<file path="config.mk">
export PLATFORM = sky130hd
export DESIGN_NAME = mux_arbiter
export DESIGN_NICKNAME = d
export VERILOG_FILES = /design/src/rtl/mux_arbiter.sv
export SDC_FILE = /design/constraint.sdc
export NUM_CORES = 1
export LEC_CHECK = 0
export ABC_AREA = 1
export BUFFER_PORTS_ARGS = -buffer_cell sky130_fd_sc_hd__buf_2
export CELL_PAD_IN_SITES_DETAIL_PLACEMENT = 0
export CELL_PAD_IN_SITES_GLOBAL_PLACEMENT = 1
export CORE_ASPECT_RATIO = 1.1
export CORE_MARGIN = 4
export CORE_UTILIZATION = 27
export DETAILED_ROUTE_END_ITERATION = 8
export GPL_ROUTABILITY_DRIVEN = 0
export PLACE_DENSITY_LB_ADDON = 0.1
export SLEW_MARGIN = 20
export SYNTH_ARGS = -nofsm -noshare
export SYNTH_HDL_FRONTEND = slang
export SYNTH_SLANG_ARGS = --single-unit
</file>
<file path="constraint.sdc">
create_clock -name clk -period 2.3 [get_ports clk]
set_input_delay 0.23 -clock clk [delete_from_list [all_inputs] [get_ports clk]]
set_output_delay 0.23 -clock clk [all_outputs]
set_load 0.01 [all_outputs]
</file>
<file path="src/rtl/mux_arbiter.sv">
// Purpose: 4-way round-robin arbiter driving a registered-select data mux.
// Latency: 1 cycle from req to gnt/sel/valid; out follows sel combinationally.
// Backpressure: none; a requester holds req until done, the owner keeps the grant while req[sel]=1.
//
// Ports:
//   clk, reset_n          - clock, asynchronous active-low reset
//   req[3:0]              - request per requester
//   in0..in3[WIDTH-1:0]   - requester data
//   gnt[3:0]              - one-hot grant (registered)
//   sel[1:0]              - index of current / most recent owner (registered)
//   out[WIDTH-1:0]        - in[sel] while valid, else zero
//   valid                 - gnt non-zero (registered)
//   timeout               - one-cycle pulse on a forced rotation
//
// Optional feature: define MUX_ARB_TIMEOUT_EN to bound ownership to MAX_HOLD
// cycles when another requester is waiting. Without it timeout is tied to 0.
module mux_arbiter #(
    parameter int WIDTH    = 4,
    parameter int MAX_HOLD = 8
) (
    input  logic             clk,
    input  logic             reset_n,
    input  logic [3:0]       req,
    input  logic [WIDTH-1:0] in0,
    input  logic [WIDTH-1:0] in1,
    input  logic [WIDTH-1:0] in2,
    input  logic [WIDTH-1:0] in3,
    output logic [3:0]       gnt,
    output logic [1:0]       sel,
    output logic [WIDTH-1:0] out,
    output logic             valid,
    output logic             timeout
);

    typedef enum logic {
        IDLE = 1'b0,
        BUSY = 1'b1
    } state_t;

    state_t     state_q, state_d;
    logic [3:0] gnt_q,   gnt_d;
    logic [1:0] sel_q,   sel_d;
    logic [1:0] last_q,  last_d;
    logic       valid_q, valid_d;

    // Search order is ptr+1, ptr+2, ptr+3, ptr (mod 4).
    // Returns {found, index}.
    function automatic logic [2:0] rr_pick(input logic [3:0] mask, input logic [1:0] ptr);
        logic       found;
        logic [1:0] idx;
        logic [1:0] cand;
        found = 1'b0;
        idx   = 2'b00;
        for (int k = 1; k <= 4; k++) begin
            cand = ptr + k[1:0];
            if (mask[cand] && !found) begin
                found = 1'b1;
                idx   = cand;
            end
        end
        return {found, idx};
    endfunction

    logic [2:0] pick_any;
    logic       do_grant;
    logic [1:0] grant_idx;
    logic       go_idle;

    assign pick_any = rr_pick(req, last_q);

`ifdef MUX_ARB_TIMEOUT_EN
    logic [7:0] hold_q,    hold_d;
    logic       timeout_q, timeout_d;
    logic [2:0] pick_other;

    // Candidates for a forced rotation exclude the current owner.
    assign pick_other = rr_pick(req & ~(4'b0001 << sel_q), last_q);
`endif

    always_comb begin
        do_grant  = 1'b0;
        grant_idx = pick_any[1:0];
        go_idle   = 1'b0;
`ifdef MUX_ARB_TIMEOUT_EN
        hold_d    = hold_q;
        timeout_d = 1'b0;
`endif

        case (state_q)
            IDLE: begin
                if (pick_any[2]) begin
                    do_grant = 1'b1;
                end else begin
                    go_idle = 1'b1;
                end
            end
            BUSY: begin
                if (!req[sel_q]) begin
                    // Owner released: hand over on the same edge if anyone waits.
                    if (pick_any[2]) begin
                        do_grant = 1'b1;
                    end else begin
                        go_idle = 1'b1;
                    end
                end else begin
`ifdef MUX_ARB_TIMEOUT_EN
                    if (hold_q == 8'(MAX_HOLD - 1)) begin
                        // Limit reached: rotate only if someone else waits,
                        // otherwise keep the owner with the counter saturated.
                        if (pick_other[2]) begin
                            do_grant  = 1'b1;
                            grant_idx = pick_other[1:0];
                            timeout_d = 1'b1;
                        end
                    end else begin
                        hold_d = hold_q + 8'd1;
                    end
`endif
                end
            end
            default: go_idle = 1'b1;
        endcase

        state_d = state_q;
        gnt_d   = gnt_q;
        sel_d   = sel_q;
        last_d  = last_q;
        valid_d = valid_q;

        if (do_grant) begin
            state_d = BUSY;
            gnt_d   = 4'b0001 << grant_idx;
            sel_d   = grant_idx;
            last_d  = grant_idx;
            valid_d = 1'b1;
`ifdef MUX_ARB_TIMEOUT_EN
            hold_d  = 8'd0;
`endif
        end else if (go_idle) begin
            // sel keeps the previous owner index.
            state_d = IDLE;
            gnt_d   = 4'b0000;
            valid_d = 1'b0;
        end
    end

    always_ff @(posedge clk or negedge reset_n) begin
        if (!reset_n) begin
            state_q <= IDLE;
            gnt_q   <= 4'b0000;
            sel_q   <= 2'b00;
            last_q  <= 2'b11;   // first search after reset starts at requester 0
            valid_q <= 1'b0;
        end else begin
            state_q <= state_d;
            gnt_q   <= gnt_d;
            sel_q   <= sel_d;
            last_q  <= last_d;
            valid_q <= valid_d;
        end
    end

`ifdef MUX_ARB_TIMEOUT_EN
    always_ff @(posedge clk or negedge reset_n) begin
        if (!reset_n) begin
            hold_q    <= 8'd0;
            timeout_q <= 1'b0;
        end else begin
            hold_q    <= hold_d;
            timeout_q <= timeout_d;
        end
    end

    assign timeout = timeout_q;
`else
    assign timeout = 1'b0;
`endif

    // Output mux; gated by valid so out is zero whenever there is no owner.
    always_comb begin
        out = '0;
        if (valid_q) begin
            case (sel_q)
                2'd0:    out = in0;
                2'd1:    out = in1;
                2'd2:    out = in2;
                default: out = in3;
            endcase
        end
    end

    assign gnt   = gnt_q;
    assign sel   = sel_q;
    assign valid = valid_q;

endmodule

</file>
==> summary.txt, run 1 <==
Routing
  • DR iter-0 viols: 34
  • Overall via count from detail_route: 932
  • Number of design rule violations left after detail routing: 0
  • Vias per Instance: 4.68
  • Number of optimization iterations in the first detailed-route pass: 4
  • Detailed-route wire length: 2.42 mm
  • Post-detailed-route count of antenna-violating nets: 0
  • Average wire per standard cell: 12.2 µm

Synthesis
  • Count of yosys warnings during synthesis: 0
  • Post-synth net total: 154
  • Post-synth cell types: 25
  • Synthesized netlist cell count: 132
  • Post-synthesis sequential element count: 9
  • Synthesized area per cell: 6.80 µm²
  • Sequential cell area fraction in the yosys report: 0.254
  • Post-Syn Area: 897 µm²

STA
  • Post-layout minimum cycle time: 1.73 ns
  • Unrepaired setup endpoints after global routing: false
  • Share of the cycle needed by the critical path after routing: 0.751
  • Maximum clock frequency: 579 MHz
  • Number of setup violations in the final report: 0
  • Setup clock skew after layout: 0.00482 ns
  • Number of failing hold endpoints at the final stage: 0
  • Final Max Tran Viols: 0
  • Hold Worst Slack: 0.347 ns
  • Summed negative setup slack over all endpoints: 0 ns

Worst setup path
  • Worst flop-to-flop path endpoint: sel[1]
  • Depth of the worst register-to-register path: 9
  • Arrival time worst endpoint: 1.50 ns
  • Startpoint types: flop
  • FF-to-FF setup slack: 0.66 ns
  • Crit Path Max Fanout: 8
  • Type of the worst setup path: reg2out
  • Source of the worst register-to-register timing path: last_q[0]
  • Data required time at the worst endpoint: 2.07 ns
  • Critical path capture point type: output port

Finish
  • Antenna diode count: 0
  • Layout net count: 188
  • Leading cell type in the layout, fill and taps excluded: nand2_1
  • Area growth syn-to-layout: 23.4%
  • Layout cells sized above 1: 0.418
  • Number of inserted filler cells in the final layout: 357
  • Most frequent cells in the layout: nand2_1, buf_2, nand3_1

Placement
  • Number of port buffers: 32
  • DPL Wire Length: 2.07 mm

Clocking
  • Clock Tree Buf Depth: 2
  • Resized cells post-CTS: 0
  • H-tree level count: 1
  • Num CTS Buffers: 3
  • Insertion delay to the later sink of the worst-skew pair: 0.25 ns
  • Total number of clock tree sinks: 9
  • TritonCTS clock tree: yes
  • Clock transition at path regs: 0.06 ns
  • Buffer cell driving the clock tree root: clkbuf_4

GRT
  • Pin count of the biggest net entering global routing: 11
  • Total grt overflow: 0
  • GRT Overall Usage: 0.116
  • Global-route wire length before repair: 3.95 mm
  • Via count of the first global-routing pass: 855
  • Antenna violations before repair: 0

Floorplan
  • DIE AREA: 4310 µm²
  • Die Y-Extent: 68.5 µm
  • Starting density of the core: 0.287
  • Boundary pin count: 34
  • Die Wd: 63.0 µm
  • FP Rows: 21
  • Core footprint: 3130 µm²

Power and ir drop
  • Leakage: 0.000614 µW
  • Peak supply drop: 0.419 mV
  • Power per cell area: 1540 nW/µm²

Worst hold path
  • Kind of path behind the tightest hold check: in2async

Run status
  • Outcome: finished, final reports clean

Job
  • Number of max-capacitance violations reported: 0
[how the worst max path moves through the flow]
| stage | start | end | slack (ns) | depth (start not counted) |
|---|---|---|---|---|
| after floorplan | last_q[1] | sel[0] | 0.84 | 12 |
| after global placement | last_q[0] | gnt[1] | 0.65 | 11 |
| after detailed placement | last_q[0] | gnt[1] | 0.66 | 11 |
| after CTS | sel[0] | out[0] | 0.54 | 6 |
| after global routing | sel[1] | out[0] | 0.46 | 6 |
| final | sel[0] | out[0] | 0.57 | 6 |
[cells in the mapped netlist, drive strengths merged]
cell type  instances  area, µm²
a21boi             1       11.3
a21oi              1       5.00
buf                4       28.8
conb               1       3.75
dfrtp              7        175
dfstp              2       52.6
inv               15       66.3
nand2             59        294
nand3             21        128
nand4              4       25.0
nor2               6       42.5
o211ai             4       30.0
o21ai              7       35.0
[report_power, final]
part	internal [µW]	switching, µW	leakage (µW)
clock	66.6	51.6	0.0000150
combinational	442	771	0.000492
sequential	249	125	0.000107
total	758	948	0.000614
[routing by layer]
layer	wire, µm	GRT usage	up-vias	share of wire
met2	1110	0.207	25	0.46
li1	-	-	491	-
met1	1130	0.138	412	0.46
met4	49	0.0441	0	0.020
met3	137	0.0246	4	0.057
met5	0	0	-	0
[stage by stage]
step	setup WS (ns)	instances	utilization	cell area, µm²	power, µW
6_report	0.572	199	0.354	1110	1710
5_1_grt	0.459	199	0.354	1110	1890
4_1_cts	0.545	199	0.354	1110	1730
3_5_place_dp	0.659	194	0.343	1070	1610
3_3_place_gp	0.650	194	0.343	1070	1600
2_1_floorplan	0.843	132	-	897	1310
[critical path, cell delays in order, from the launching register on]
cell,delay [ns]
dfrtp_1,0.47
nor2_1,0.32
nand2_1,0.09
nand4_1,0.10
o211ai_1,0.08
inv_1,0.06
buf_2,0.12
[flip-flops by register name, summed over array words and instances (netlist names)]
register / cells
sel: 2
gnt: 4
last_q: 2
valid: 1
[area by class of cell]
cell class | count | area, µm² | share of cell area
multi-input combinational | 104 | 574 | 0.519
sequential | 9 | 228 | 0.206
inverter | 15 | 66.3 | 0.0599
tap | 34 | 42.5 | 0.0384
timing repair buffer | 33 | 170 | 0.154
clock buffer | 4 | 26.3 | 0.0237
[logic make-up (layout without fill, tap and decap cells)]
group | after synthesis | in the layout | share of synthesized area
simple gates | 90 | 90 | 0.545
compound gates | 13 | 13 | 0.0906
flops | 9 | 9 | 0.254
other cells | 1 | 1 | 0.00418
buf+inv | 19 | 52 | 0.106
[repair_timing]
| item | 4_1_cts | 5_1_grt |
|---|---|---|
| endpoints found under the hold margin | 7 | 0 |
| setup buffers | 0 | 0 |
| hold buffers | 1 | 0 |
Note: power is estimated with default switching activity, not from simulation.
==> inputs of run 2 (changes only) <==
ABC_AREA = 0   (was 1)
clock period = 1.7 ns   (was 2.3 ns; I/O delays follow)
==> summary.txt, run 2 <==
Run status
  • Outcome: finished, final reports clean

Synthesis
  • Post-synthesis sequential element count: 9
  • Post-synth cell types: 27
  • Synthesized area per cell: 12.2 µm²
  • Mux cell area share after synthesis: 0.254
  • Primary FF master, synth: dfrtp_1
  • Main area contributors after synthesis: dfrtp_1, mux4_2, dfstp_2
  • Most instantiated cells after synthesis: dfrtp_1, and2_1, mux4_2, mux2_1, nand2b_1
  • Post-Syn Area: 621 µm²
  • Synth top area share: 0.282
  • Post-synth net total: 73
  • Count of flip-flops with a built-in enable after synthesis: 0
  • Sequential cell area fraction in the yosys report: 0.367
  • Adder and majority cell fraction of the synthesized area: 0
  • Count of yosys warnings during synthesis: 0
  • Fraction of synthesis flops using an asynchronous set or reset pin: 1.00
  • Simple-Gate Fraction of Synth Area: 0.173
  • XOR/XNOR share of the synthesized area: 0
  • Largest family of logic cells by synthesized area: multiplexers
  • Synthesized netlist cell count: 51
  • Synthesized-area fraction occupied by ao, oa, aoi and oai cells: 0.149
  • Most instantiated library cell after synthesis: dfrtp_1
  • Post-synthesis cell type with the largest combined area: dfrtp_1

Worst setup path
  • Critical path capture point type: output port
  • Critical path's largest stage delay: 0.48 ns
  • WP buf/inv: 2
  • Critical Path Slowest Stage Cell: mux4_2
  • Data required time at the worst endpoint: 1.53 ns
  • Type of the worst setup path: reg2out
  • Arrival time worst endpoint: 1.50 ns
  • Crit path max-delay family: multiplexers
  • Startpoint types: flop
  • Crit path cell chain: buf_6 > mux4_2 > and2_1 > buf_2
  • Crit Path Max Fanout: 5

GRT
  • Via count of the first global-routing pass: 534
  • Total grt overflow: 0
  • GRT Overall Usage: 0.104
  • Antenna violations before repair: 0
  • Pin count of the biggest net entering global routing: 10
  • Global-route wire length before repair: 2.36 mm

STA
  • Summed negative setup slack over all endpoints: 0 ns
  • Final Max Tran Viols: 0
  • Number of setup violations in the final report: 0
  • Unrepaired setup endpoints after global routing: true
  • Max-Slew Margin vs Limit: 0.638
  • Share of the cycle needed by the critical path after routing: 0.985
  • Pin slew with the least headroom to its limit: 0.537 ns
  • Worst setup slack after layout: 0.0254 ns
  • Maximum clock frequency: 597 MHz
  • Setup clock skew after layout: 0.00165 ns
  • Number of failing hold endpoints at the final stage: 0
  • Post-layout minimum cycle time: 1.67 ns
  • Hold Worst Slack: 0.294 ns

Placement
  • Number of port buffers: 32
  • Pre-CTS setup slack: 0.0725 ns
  • DPL Wire Length: 1.33 mm

Routing
  • Overall via count from detail_route: 569
  • DR iter-0 viols: 6
  • Average wire per standard cell: 14.0 µm
  • Number of design rule violations left after detail routing: 0
  • Post-detailed-route count of antenna-violating nets: 0
  • Detailed-route wire length: 1.66 mm
  • Vias per Instance: 4.78
  • Number of optimization iterations in the first detailed-route pass: 4

Finish
  • Leading cell type in the layout, fill and taps excluded: buf_2
  • Area growth syn-to-layout: 47.2%
  • Number of inserted filler cells in the final layout: 214
  • Max reg flops: 4
  • Layout net count: 114
  • Antenna diode count: 0
  • Layout cells sized above 1: 0.637
  • Most frequent cells in the layout: buf_2, dfrtp_1, mux4_2, buf_4

Worst hold path
  • Kind of path behind the tightest hold check: in2async

Power and ir drop
  • Power consumption: 1480 µW
  • Peak supply drop: 0.594 mV
  • Power per cell area: 1620 nW/µm²
  • Leakage: 0.000422 µW

Floorplan
  • DIE AREA: 3130 µm²
  • Die Wd: 53.7 µm
  • Boundary pin count: 34
  • Core footprint: 2110 µm²
  • Starting density of the core: 0.295
  • Die Y-Extent: 58.3 µm
  • FP Rows: 17

Clocking
  • Clock Tree Buf Depth: 2
  • Insertion delay to the later sink of the worst-skew pair: 0.26 ns
  • Total number of clock tree sinks: 9
  • H-tree level count: 1
  • Clock transition at path regs: 0.06 ns
  • TritonCTS clock tree: yes
  • Num CTS Buffers: 3
  • Buffer cell driving the clock tree root: clkbuf_4

Job
  • Number of max-capacitance violations reported: 0
## run 2: changes by cell type in the layout (fill, tap and decap cells not counted), sizes merged, moves of 3 or more
| cell | change |
|---|---|
| mux2 | +4 |
| o211ai | -4 |
| nor2 | -3 |
| nand3 | -20 |
| nand2b | +4 |
| nand2 | -57 |
| buf | +6 |
| o21ai | -6 |
| inv | -13 |
| nand4 | -4 |
| and2 | +5 |
| mux4 | +5 |
## run 2: final cells by class
class                   count  area (µm²)  area share
multi-input cells          37         378       0.414
repair buffers             39         238       0.260
flip-flops and latches      9         229       0.251
well taps                  28        35.0      0.0384
clock buffers               4        26.3      0.0288
inverters                   2        7.51     0.00822
## run 2: metal layers
metal  wire, µm  GRT usage
met1        643      0.120
met3        206     0.0488
met2        813      0.173
met5          0          0
met4          0     0.0219
## run 2: path summary, 6_finish.rpt
check,depth (start not counted),slack [ns],from,to
worst min register to register,2,0.48,gnt[0],gnt[0]
min in group clk,4,0.34,req[0],valid
max in group asynchronous,2,1.16,reset_n,last_q[0]
worst max register to register,4,0.07,sel[1],sel[0]
worst min-delay path,2,0.29,reset_n,gnt[3]
worst max-delay path,4,0.03,sel[0],out[0]
## run 2: worst register-to-register path, delay by kind of cell (launching register included)
| kind | cells | cell delay, ns |
|---|---|---|
| AND/OR/NAND/NOR | 2 | 0.33 |
| flip-flops | 1 | 0.36 |
| multiplexers | 2 | 0.81 |
## run 2: kinds of logic after synthesis
group           Yosys count
flops                     9
buf+inv                   5
other cells               1
mux                       9
simple gates             18
compound gates            9
## run 2: through the flow
| stage | util | std cells | cell area (µm²) |
|---|---|---|---|
| 2_1_floorplan | - | 51 | 622 |
| 3_3_place_gp | 0.395 | 113 | 831 |
| 3_5_place_dp | 0.395 | 113 | 831 |
| 4_1_cts | 0.417 | 119 | 878 |
| 5_1_grt | 0.434 | 119 | 913 |
| 6_report | 0.434 | 119 | 913 |
## run 2: power by group
group	total (µW)	switching (µW)	leakage, µW	internal (µW)
Clock	162	72.2	0.0000150	90.3
Combinational	932	393	0.000302	538
Sequential	385	61.8	0.000105	323
Total	1480	527	0.000422	952
## run 2: timing repair
item	CTS	global route
pin swaps	4	0
hold buffers	1	0
endpoints found under the hold margin	9	0
resized for setup	1	7
setup buffers	1	0
setup endpoints to repair	4	5
